<file path="config.mk">
export PLATFORM = sky130hd
export DESIGN_NAME = result_byte_tx
export DESIGN_NICKNAME = d
export VERILOG_FILES = /design/src/rtl/result_byte_tx.sv
export SDC_FILE = /design/constraint.sdc
export NUM_CORES = 1
export LEC_CHECK = 0
export BUFFER_PORTS_ARGS = -buffer_cell sky130_fd_sc_hd__buf_2
export CORE_ASPECT_RATIO = 0.6
export CORE_MARGIN = 4
export CORE_UTILIZATION = 59
export CTS_CLUSTER_DIAMETER = 80
export CTS_CLUSTER_SIZE = 12
export DETAILED_ROUTE_END_ITERATION = 10
export PLACE_DENSITY_LB_ADDON = 0.08
export REMOVE_ABC_BUFFERS = 1
export SETUP_SLACK_MARGIN = 0.3
export SKIP_LAST_GASP = 1
export SYNTH_ARGS = -nofsm -noshare
export SYNTH_HDL_FRONTEND = slang
export SYNTH_SLANG_ARGS = --single-unit
</file>
<file path="constraint.sdc">
create_clock -name i_clk -period 3.9 [get_ports i_clk]
set_input_delay 1.17 -clock i_clk [delete_from_list [all_inputs] [get_ports i_clk]]
set_output_delay 1.17 -clock i_clk [all_outputs]
set_load 0.02 [all_outputs]
</file>
<file path="src/rtl/result_byte_tx.sv">
// Result-frame consumer: captures NWORDS field elements over the return-to-zero
// handshake and streams them little-endian as bytes, optionally led by a header.
module result_byte_tx #(
   parameter int unsigned N      = 255,
   parameter int unsigned NWORDS = 2,
   parameter int unsigned HDR_EN = 1,
   parameter logic [7:0]  HEADER = 8'hA5
) (
   input  logic                  i_clk,
   input  logic                  i_rstn,
   input  logic [N*NWORDS-1:0]   i_din,
   input  logic                  i_res_valid,
   output logic                  o_res_ready,
   output logic [7:0]            o_tx_data,
   output logic                  o_tx_valid,
   input  logic                  i_tx_ready,
   output logic                  o_tx_last,
   output logic                  o_busy,
   output logic [7:0]            o_frame_cnt
);

   localparam int unsigned BPW   = (N + 7) / 8;
   localparam int unsigned PW    = BPW * 8;
   localparam int unsigned SW    = NWORDS * PW;
   localparam int unsigned TOTAL = HDR_EN + NWORDS * BPW;
   localparam int unsigned CW    = $clog2(TOTAL + 1);
   localparam logic [CW-1:0] LastCnt = CW'(TOTAL - 1);

   typedef enum logic [1:0] {StIdle, StSend, StDrain} state_e;

   state_e          r_state;
   logic [SW-1:0]   r_shift;
   logic [CW-1:0]   r_cnt;
   logic            r_res_ready;
   logic [7:0]      r_tx_data;
   logic            r_tx_valid;
   logic            r_tx_last;
   logic [7:0]      r_frame_cnt;

   logic [SW-1:0]   w_pad;
   logic [SW-1:0]   w_shift_nxt;
   logic [CW-1:0]   w_cnt_nxt;
   logic            w_hdr_slot;
   logic            w_accept;

   // Each word is zero-extended to a whole number of bytes.
   always_comb begin
      w_pad = '0;
      for (int w = 0; w < int'(NWORDS); w++) begin
         w_pad[w*PW +: N] = i_din[w*N +: N];
      end
   end

   // The header occupies slot 0 and must not consume payload bits.
   always_comb begin
      w_hdr_slot  = (HDR_EN != 0) && (r_cnt == '0);
      w_shift_nxt = w_hdr_slot ? r_shift : (r_shift >> 8);
      w_cnt_nxt   = r_cnt + 1'b1;
      w_accept    = r_tx_valid & i_tx_ready;
   end

   always_ff @(posedge i_clk) begin
      if (!i_rstn) begin
         r_state     <= StIdle;
         r_shift     <= '0;
         r_cnt       <= '0;
         r_res_ready <= 1'b0;
         r_tx_data   <= 8'h00;
         r_tx_valid  <= 1'b0;
         r_tx_last   <= 1'b0;
         r_frame_cnt <= 8'h00;
      end else begin
         if (r_res_ready && !i_res_valid) begin
            r_res_ready <= 1'b0;
         end
         case (r_state)
            StIdle: begin
               if (i_res_valid && !r_res_ready) begin
                  r_shift     <= w_pad;
                  r_res_ready <= 1'b1;
                  r_cnt       <= '0;
                  r_tx_valid  <= 1'b1;
                  r_tx_last   <= (TOTAL == 1);
                  r_tx_data   <= (HDR_EN != 0) ? HEADER : w_pad[7:0];
                  r_state     <= StSend;
               end
            end
            StSend: begin
               if (w_accept) begin
                  if (r_cnt == LastCnt) begin
                     r_tx_valid  <= 1'b0;
                     r_tx_last   <= 1'b0;
                     r_frame_cnt <= r_frame_cnt + 8'd1;
                     r_state     <= StDrain;
                  end else begin
                     r_shift   <= w_shift_nxt;
                     r_cnt     <= w_cnt_nxt;
                     r_tx_data <= w_shift_nxt[7:0];
                     r_tx_last <= (w_cnt_nxt == LastCnt);
                  end
               end
            end
            StDrain: begin
               // A core still holding res_valid parks us here: no re-capture.
               if (!r_res_ready && !i_res_valid) begin
                  r_state <= StIdle;
               end
            end
            default: r_state <= StIdle;
         endcase
      end
   end

   assign o_res_ready = r_res_ready;
   assign o_tx_data   = r_tx_data;
   assign o_tx_valid  = r_tx_valid;
   assign o_tx_last   = r_tx_last;
   assign o_busy      = (r_state != StIdle);
   assign o_frame_cnt = r_frame_cnt;

endmodule

</file>
# Word-level counts from Yosys, hierarchy flattened
# Cells that the tools add are included.
word_totals:
  inputBits: 514
  out_inout_bits: 20
  ff_bits: 540
  wordCells: 66
classes:
  mux: 29
  reduce_logical: 15
  eq_ne: 10
  bitwise_logic: 1
  addsub: 2
op_table:
  columns: ["cell", "count"]
  rows:
  - ["512-bit 2-to-1 mux", 4]
  - ["512-bit one-hot mux with 2 select lines", 1]
  - ["8-bit 2-to-1 mux", 3]
  - ["7-bit 2-to-1 mux", 3]
  - ["8-bit one-hot mux with 2 select lines", 1]
  - ["7-bit equality test, second input constant", 2]
  - ["7-bit one-hot mux with 2 select lines", 1]
  - ["2-bit inequality test, second input constant", 6]
  - ["4-bit AND reduction", 3]
  - ["1-bit 2-to-1 mux", 9]
  - ["8-bit by 1-bit adder with 8-bit output, second input constant", 1]
  - ["2-bit 2-to-1 mux", 4]
  - ["7-bit by 1-bit adder with 7-bit output, second input constant", 1]
  - ["7-bit zero test", 1]
  - ["2-bit one-hot mux with 3 select lines", 1]
  - ["3-bit AND reduction", 2]
  - ["5-bit AND reduction", 1]
  - ["1-bit one-hot mux with 2 select lines", 2]
  - ["2-bit nonzero test", 2]
  - ["1-bit logical AND", 3]
  - ["2-bit by 1-bit equality test with 1-bit output, second input constant", 1]
  - ["2-bit equality test, second input constant", 1]
  - ["1-bit zero test", 2]
  - ["2-bit zero test", 1]
  - ["1-bit AND", 1]

# Longest topological paths before layout
# Gate-level depths: netlist of the first run.
logic_depth:
  ltp_word: 5
  depth_mapped: 8
  ltp_nobuf: 6

# Worst setup path after synthesis of the first run
# OpenSTA, ideal clock, no wires.
synth_timing:
  kind: "input-to-reg"
  startpoint: "in i_res_valid"
  endpoint: "reg r_shift[384]"
  required_time_ns: 3.830
  stages: 6
  path_buffers: 2
  setup_slack_ns: 1.208
  t_arrival_ns: 2.622
  setup_time_ns: 0.070
  cell_sequence: "or4b_1 > a32oi_2 > clkbuf_1 > clkbuf_1 > o21ai_0 > a21oi_1"
synth_via:
  elab_chain_len: 3
synth_lines:
  columns: ["element", "line", "source"]
  rows:
  - ["from (decl)", "12", "input logic i_res_valid,"]
  - ["1-bit logical AND", "78", "if (i_res_valid && !r_res_ready) begin"]
  - ["2-bit inequality test (no line)", null, null]
  - ["5-bit AND reduction (no line)", null, null]
  - ["to (signal assigned)", "79", "r_shift <= w_pad;"]
  - ["to (signal assigned)", "96", "r_shift <= w_shift_nxt;"]
  - ["to (decl)", "32", "logic [SW-1:0] r_shift;"]
# Every way passes these cells.
# A chain may end at the register's enable or synchronous reset.

# Final worst setup path of the first run
layout_timing:
  startpoint: "reg r_cnt[0]"
  endpoint: "reg r_shift[124]"
layout_via:
  elab_chain_len: 3
  word_cells_on_any_way: 5
  cone_classes: "eq/ne: 3; reduce/logical: 2"
layout_lines:
  columns: ["element", "line", "source"]
  rows:
  - ["from (decl)", "33", "logic [CW-1:0] r_cnt;"]
  - ["from (signal assigned)", "97", "r_cnt <= w_cnt_nxt;"]
  - ["7-bit equality test / 7-bit zero test (equally long branches)", "90, 56", null]
  - ["2-bit inequality test (no line)", null, null]
  - ["5-bit AND reduction (no line) (*)", null, null]
# Every way passes the cells marked *; elsewhere a longest branch is shown, timed or not.

==> results of run 1 <==
final cells by class:
class / instances / share of cell area [%]
well taps: 560 / 2.44
inverters: 8 / 0.104
repair buffers: 584 / 11.8
multi-input cells: 2162 / 43.1
flip-flops and latches: 539 / 37.5
clock buffers: 54 / 4.63
diodes: 46 / 0.400
routing by layer:
layer	up-vias	wire length (um)	GRT usage (%)	part of all wire, %
li1	11800	-	-	-
met1	11600	32400	41.9	42
met2	1022	36000	49.3	47
met3	227	5240	6.40	6.8
met4	30	3290	15.6	4.3
met5	-	192	0	0.25
metrics by stage:
step           cells  hold WS, ns
6_report        3953        0.487
5_1_grt         3948        0.507
4_1_cts         3907        0.483
3_5_place_dp    3853        0.469
3_3_place_gp    3853        0.461
2_1_floorplan   2709        0.454
placed cells by master, fill, tap and decap left out, types with 3 or more instances in the layout:
| cell | netlist | layout |
|---|---|---|
| o21ai_0 | 514 | 514 |
| clkbuf_16 | 0 | 53 |
| buf_4 | 0 | 24 |
| o211ai_1 | 5 | 5 |
| or4_1 | 3 | 3 |
| dfxtp_1 | 539 | 539 |
| xnor2_1 | 7 | 7 |
| and3_1 | 3 | 3 |
| nand3_1 | 13 | 13 |
| a21oi_1 | 508 | 508 |
| o21a_1 | 3 | 3 |
| nor2_1 | 513 | 513 |
| buf_12 | 0 | 27 |
| buf_2 | 9 | 532 |
| a31oi_1 | 9 | 9 |
| ha_1 | 4 | 4 |
| o31ai_1 | 6 | 6 |
| a311oi_1 | 5 | 5 |
| a211oi_1 | 4 | 4 |
| nand2_1 | 15 | 13 |
| inv_1 | 6 | 6 |
| a21boi_0 | 5 | 5 |
| diode_2 | 0 | 46 |
| o2bb2ai_1 | 494 | 494 |
| nor4_1 | 6 | 6 |
| and4_1 | 8 | 8 |
| a22oi_1 | 8 | 8 |
Yosys cell counts (2+ instances only):
library cell and n:
clkbuf_1 333, nand2_1 15, clkinv_1 2, nand3_1 13, nor4_1 6, and3_1 3, a211oi_1 4, nor4b_2 2
o211ai_1 5, or2_2 2, a21boi_0 5, nor2_1 513, buf_1 8, a311oi_1 5, nor3_1 2, nand2b_1 2
and4_1 8, o31ai_1 6, buf_2 9, o21a_1 3, a21oi_1 508, ha_1 4, xnor2_1 7, o31a_1 2
mux2i_1 2, o2bb2ai_1 494, dfxtp_1 539, o21ai_0 514, inv_1 6, a22oi_1 8, a31oi_1 9, or4_1 3
final timing paths:
| path | end | startpoint | depth (start not counted) | slack (ns) |
|---|---|---|---|---|
| max | r_shift[124] | r_cnt[0] | 7 | 1.11 |
| min | o_tx_data[3] | o_tx_data[3] | 2 | 0.49 |
| max reg2reg | r_shift[124] | r_cnt[0] | 7 | 1.11 |
| min reg2reg | o_tx_data[3] | o_tx_data[3] | 2 | 0.49 |
flip-flops by register name, summed over array words and instances (netlist names):
name,flops
o_tx_last,1
o_res_ready,1
r_cnt,7
o_frame_cnt,8
r_state,2
r_shift,511
o_tx_valid,1
o_tx_data,8
worst max-delay path, cell delays in order (launching register included):
cell and delay [ns]:
dfxtp_1 0.37, inv_1 0.10, ha_1 0.23, nor4b_2 0.58
nand2_4 0.57, buf_12 0.40, o2bb2ai_1 0.18, a21oi_1 0.21
logic make-up after synthesis:
kind of cell    after synthesis  share of synthesized area, %
simple gates                578                          9.57
xor+xnor                      7                         0.250
compound gates             1571                          40.3
fa+ha+maj                     4                         0.204
buf+inv                     359                          5.58
mux                           2                        0.0817
flops                       539                          44.0
power breakdown:
part	internal [mW]	total, mW	switching (mW)	leakage [nW]
clock network	2.37	4.41	2.03	0.655
registers	6.05	6.32	0.269	4.44
logic	0.797	2.17	1.38	6.38
==> impl_metrics.ini, run 1 <==
[placement]
place_congestion = 0.871
placed_area_um2 = 27300
hpwl_um = 47900
io_buffer_count = 533
pre_cts_ws_ns = 0.597

[timing]
final.min_clock_period_ns = 2.79
rsz0062_at_grt = false
post-route-period-util_pct = 71.5
fin_setup_tns_ns = 0
finalHoldViolCount = 0
relSlewSlack_pct = 28.2
max_freq_mhz = 359
fin_ws_ns = 1.11
finalSetupViolCount = 0
clock_skew_ns = 0.0139
tightestPinTransition_ns = 1.07
slew_violations = 0

[synthesis]
synth-seq-cells = 539
yosysTopAreaCell = dfxtp_1
synthTopCellsByArea = dfxtp_1 44%, o2bb2ai_1 18%, o21ai_0 10%
syn_area_um2 = 24500
synthArstFlopShare_pct = 0
syn_inst = 3060
ys_seq_area_share_pct = 44.0
ys.warnings.count = 0
synth.top_cell.area_share_pct = 44.0
postSynthAreaPerCell_um2 = 8.01
ys.flop_type = dfxtp_1
synth_edf_count = 0
synth_cell_type_count = 50

[cts]
clk_root_buffer_cell = clkbuf_16
htreeDepth = 2
insertion_delay_ns = 0.58
ctsHoldBuffers = 0
postCtsSetupRepairBufs = 0
clockBufferDepth = 3
clock_sinks = 539
tritoncts = yes
cts_buffers = 50
clk_pin_slew_worst_paths_ns = 0.06
cts_resized = 0

[setup_path]
arrival_ns = 3.29
end_kind = flip-flop
critPathMaxFanout = 64
startpoint_type = flip-flop
path_class = reg -> reg
critPathRequiredTime_ns = 4.40

[detailed_routing]
drc = 0
wire_per_inst_um = 19.5
wl_um = 77100
via_per_inst = 6.24
ant_nets = 0
drt_iter0_drc = 2992
drtPass1Iterations = 7
num_vias = 24700

[floorplanning]
ioPinCount = 534
rows = 57
die_area_um2 = 45000
start_util_pct = 60.2
core_um2 = 40700
fp.dieH_um = 166
die_x_um = 271

[layout]
syn_to_final_growth_pct = 17.3
multi_input_area_um2 = 12400
seqCellArea_um2 = 10800
finalInstanceArea_um2 = 28800
drive_gt1_share_pct = 19.4
fin_nets = 3863
final_core_util_pct = 70.6
nFillCells = 3333

[global_route]
grt_pass1_wl_um = 121000
grt_usage_pct = 31.5
grt_max_degree = 189
grt_pass1_vias = 23000
grt_overflow = 0
antenna_found_initial = 57

[power]
total_power_mw = 12.9
power.density_nw_per_um2 = 448
max-vdd-ir-drop_mv = 0.355
leakagePower_nw = 11.5

[run_status]
status = complete, no violations

[hold_path]
hold_path_class = reg -> reg

[run]
drv_cap = 0
(Power assumes the default switching activity.)
==> inputs of run 2 (changes only) <==
--- a/config.mk
+++ b/config.mk
@@ -8,7 +8,7 @@
 export BUFFER_PORTS_ARGS = -buffer_cell sky130_fd_sc_hd__buf_2
 export CORE_ASPECT_RATIO = 0.6
 export CORE_MARGIN = 4
-export CORE_UTILIZATION = 59
+export CORE_UTILIZATION = 55
 export CTS_CLUSTER_DIAMETER = 80
 export CTS_CLUSTER_SIZE = 12
 export DETAILED_ROUTE_END_ITERATION = 10
==> constraint.sdc (replaced) <==
create_clock -name i_clk -period 2.89 [get_ports i_clk]
set_input_delay 0.867 -clock i_clk [delete_from_list [all_inputs] [get_ports i_clk]]
set_output_delay 0.867 -clock i_clk [all_outputs]
set_load 0.02 [all_outputs]
==> run 2 against run 1 <==
Hold slack lost 0.0011 ns. Global-route usage shrank 1.5 points. Sequential power grew 35%. Critical path type unchanged. Highest routed layer unchanged.
==> impl_metrics.ini, run 2 (synthesis results as in run 1) <==
[power]
leakagePower_nw = 11.7
power.density_nw_per_um2 = 600
max-vdd-ir-drop_mv = 0.455
total_power_mw = 17.5

[detailed_routing]
num_vias = 24600
drt_iter0_drc = 2293
via_per_inst = 6.15
drc = 0
ant_nets = 0
wire_per_inst_um = 19.5
wl_um = 78000
drtPass1Iterations = 8

[global_route]
antenna_found_initial = 56
grt_pass1_wl_um = 121000
grt_overflow = 0
grt_max_degree = 184
grt_pass1_vias = 23200
grt_usage_pct = 30.0

[cts]
clockBufferDepth = 3
clock_sinks = 539
clk_root_buffer_cell = clkbuf_16
postCtsSetupRepairBufs = 0
cts_buffers = 50
tritoncts = yes
insertion_delay_ns = 0.56
htreeDepth = 2
clk_pin_slew_worst_paths_ns = 0.06

[setup_path]
end_kind = flip-flop
critPathRequiredTime_ns = 3.38
startpoint_type = flip-flop
slowest_delay_ns = 0.52
arrival_ns = 2.93
crit_chain = inv_1 -> ha_1 -> or4b_4 -> or4_4 -> or4_1 -> a21oi_1
crit_family = simple AND/OR/NAND/NOR gates
critPathSlowestCell = or4_1
critPathMaxFanout = 8
path_class = reg -> reg
crit_buf_inv = 1

[placement]
placed_area_um2 = 27700
io_buffer_count = 533
place_congestion = 0.891
hpwl_um = 50200

[layout]
fin_nets = 3899
finalInstanceArea_um2 = 29100
drive_gt1_share_pct = 20.3
largest_register_ffs = 511
syn_to_final_growth_pct = 18.9
nFillCells = 3793
final_core_util_pct = 66.6
top_register = r_shift
final_common_cell = dfxtp_1
layout_common_cells = 539 x dfxtp_1, 532 x buf_2, 514 x o21ai_0

[timing]
finalSetupViolCount = 0
clock_skew_ns = 0.0178
post-route-period-util_pct = 84.5
relSlewSlack_pct = 28.6
rsz0062_at_grt = false
holdWs_ns = 0.486
fin_setup_tns_ns = 0
tightestPinTransition_ns = 1.07
slew_violations = 0
finalHoldViolCount = 0
max_freq_mhz = 410
final.min_clock_period_ns = 2.44

[run]
drv_cap = 0

[floorplanning]
rows = 59
start_util_pct = 56.1
core_um2 = 43700
fp.dieH_um = 172
die_x_um = 281
ioPinCount = 534
die_area_um2 = 48100

[run_status]
status = complete, no violations

[hold_path]
hold_path_class = reg -> reg
## run 2: area by class of cell
cell class / count / area, um2 / area share, %
Antenna cell: 42 / 105 / 0.361
Clock buffer: 54 / 1330 / 4.57
Inverter: 8 / 30.0 / 0.103
Multi-Input combinational cell: 2162 / 12400 / 42.6
Sequential cell: 539 / 10800 / 37.0
Tap cell: 579 / 724 / 2.49
Timing Repair Buffer: 620 / 3740 / 12.9
## run 2: final timing paths
kind | start | to | slack (ns) | cells past startpoint
setup reg to reg | r_cnt[0] | o_frame_cnt[7] | 0.45 | 6
setup / recovery | r_cnt[0] | o_frame_cnt[7] | 0.45 | 6
hold reg to reg | o_tx_data[3] | o_tx_data[3] | 0.49 | 2
hold / removal | o_tx_data[3] | o_tx_data[3] | 0.49 | 2
## run 2: layer usage
layer	GRT usage, %	wire length [um]	share of wire, %	up-vias
met5	0	165	0.21	-
met3	5.70	4900	6.3	198
met2	48.2	36800	47	894
met1	39.8	33200	43	11700
met4	13.4	3010	3.9	28
li1	-	-	-	11900
## run 2: tightest hold or removal path, stage by stage, from the launching register on
cell     delay, ns
dfxtp_1       0.30
o21ai_0       0.07
a21oi_1       0.07
## run 2: per-stage QoR
step           setup WS (ns)  cells
6_report               0.448   4004
3_3_place_gp           0.169   3908
3_5_place_dp           0.105   3908
4_1_cts                0.361   3962
5_1_grt                0.343   4003
2_1_floorplan         -36.91   2709
## run 2: report_power, final
group / internal, mW / total (mW) / switching, mW
Sequential: 8.16 / 8.52 / 0.364
Clock: 3.21 / 5.92 / 2.71
Combinational: 1.15 / 3.02 / 1.88
## run 2: what timing repair did
item	4_1_cts	5_1_grt
hold buffers	0	0
endpoints found under the hold margin	0	0
gates resized for setup	0	2
setup endpoints to repair	0	128
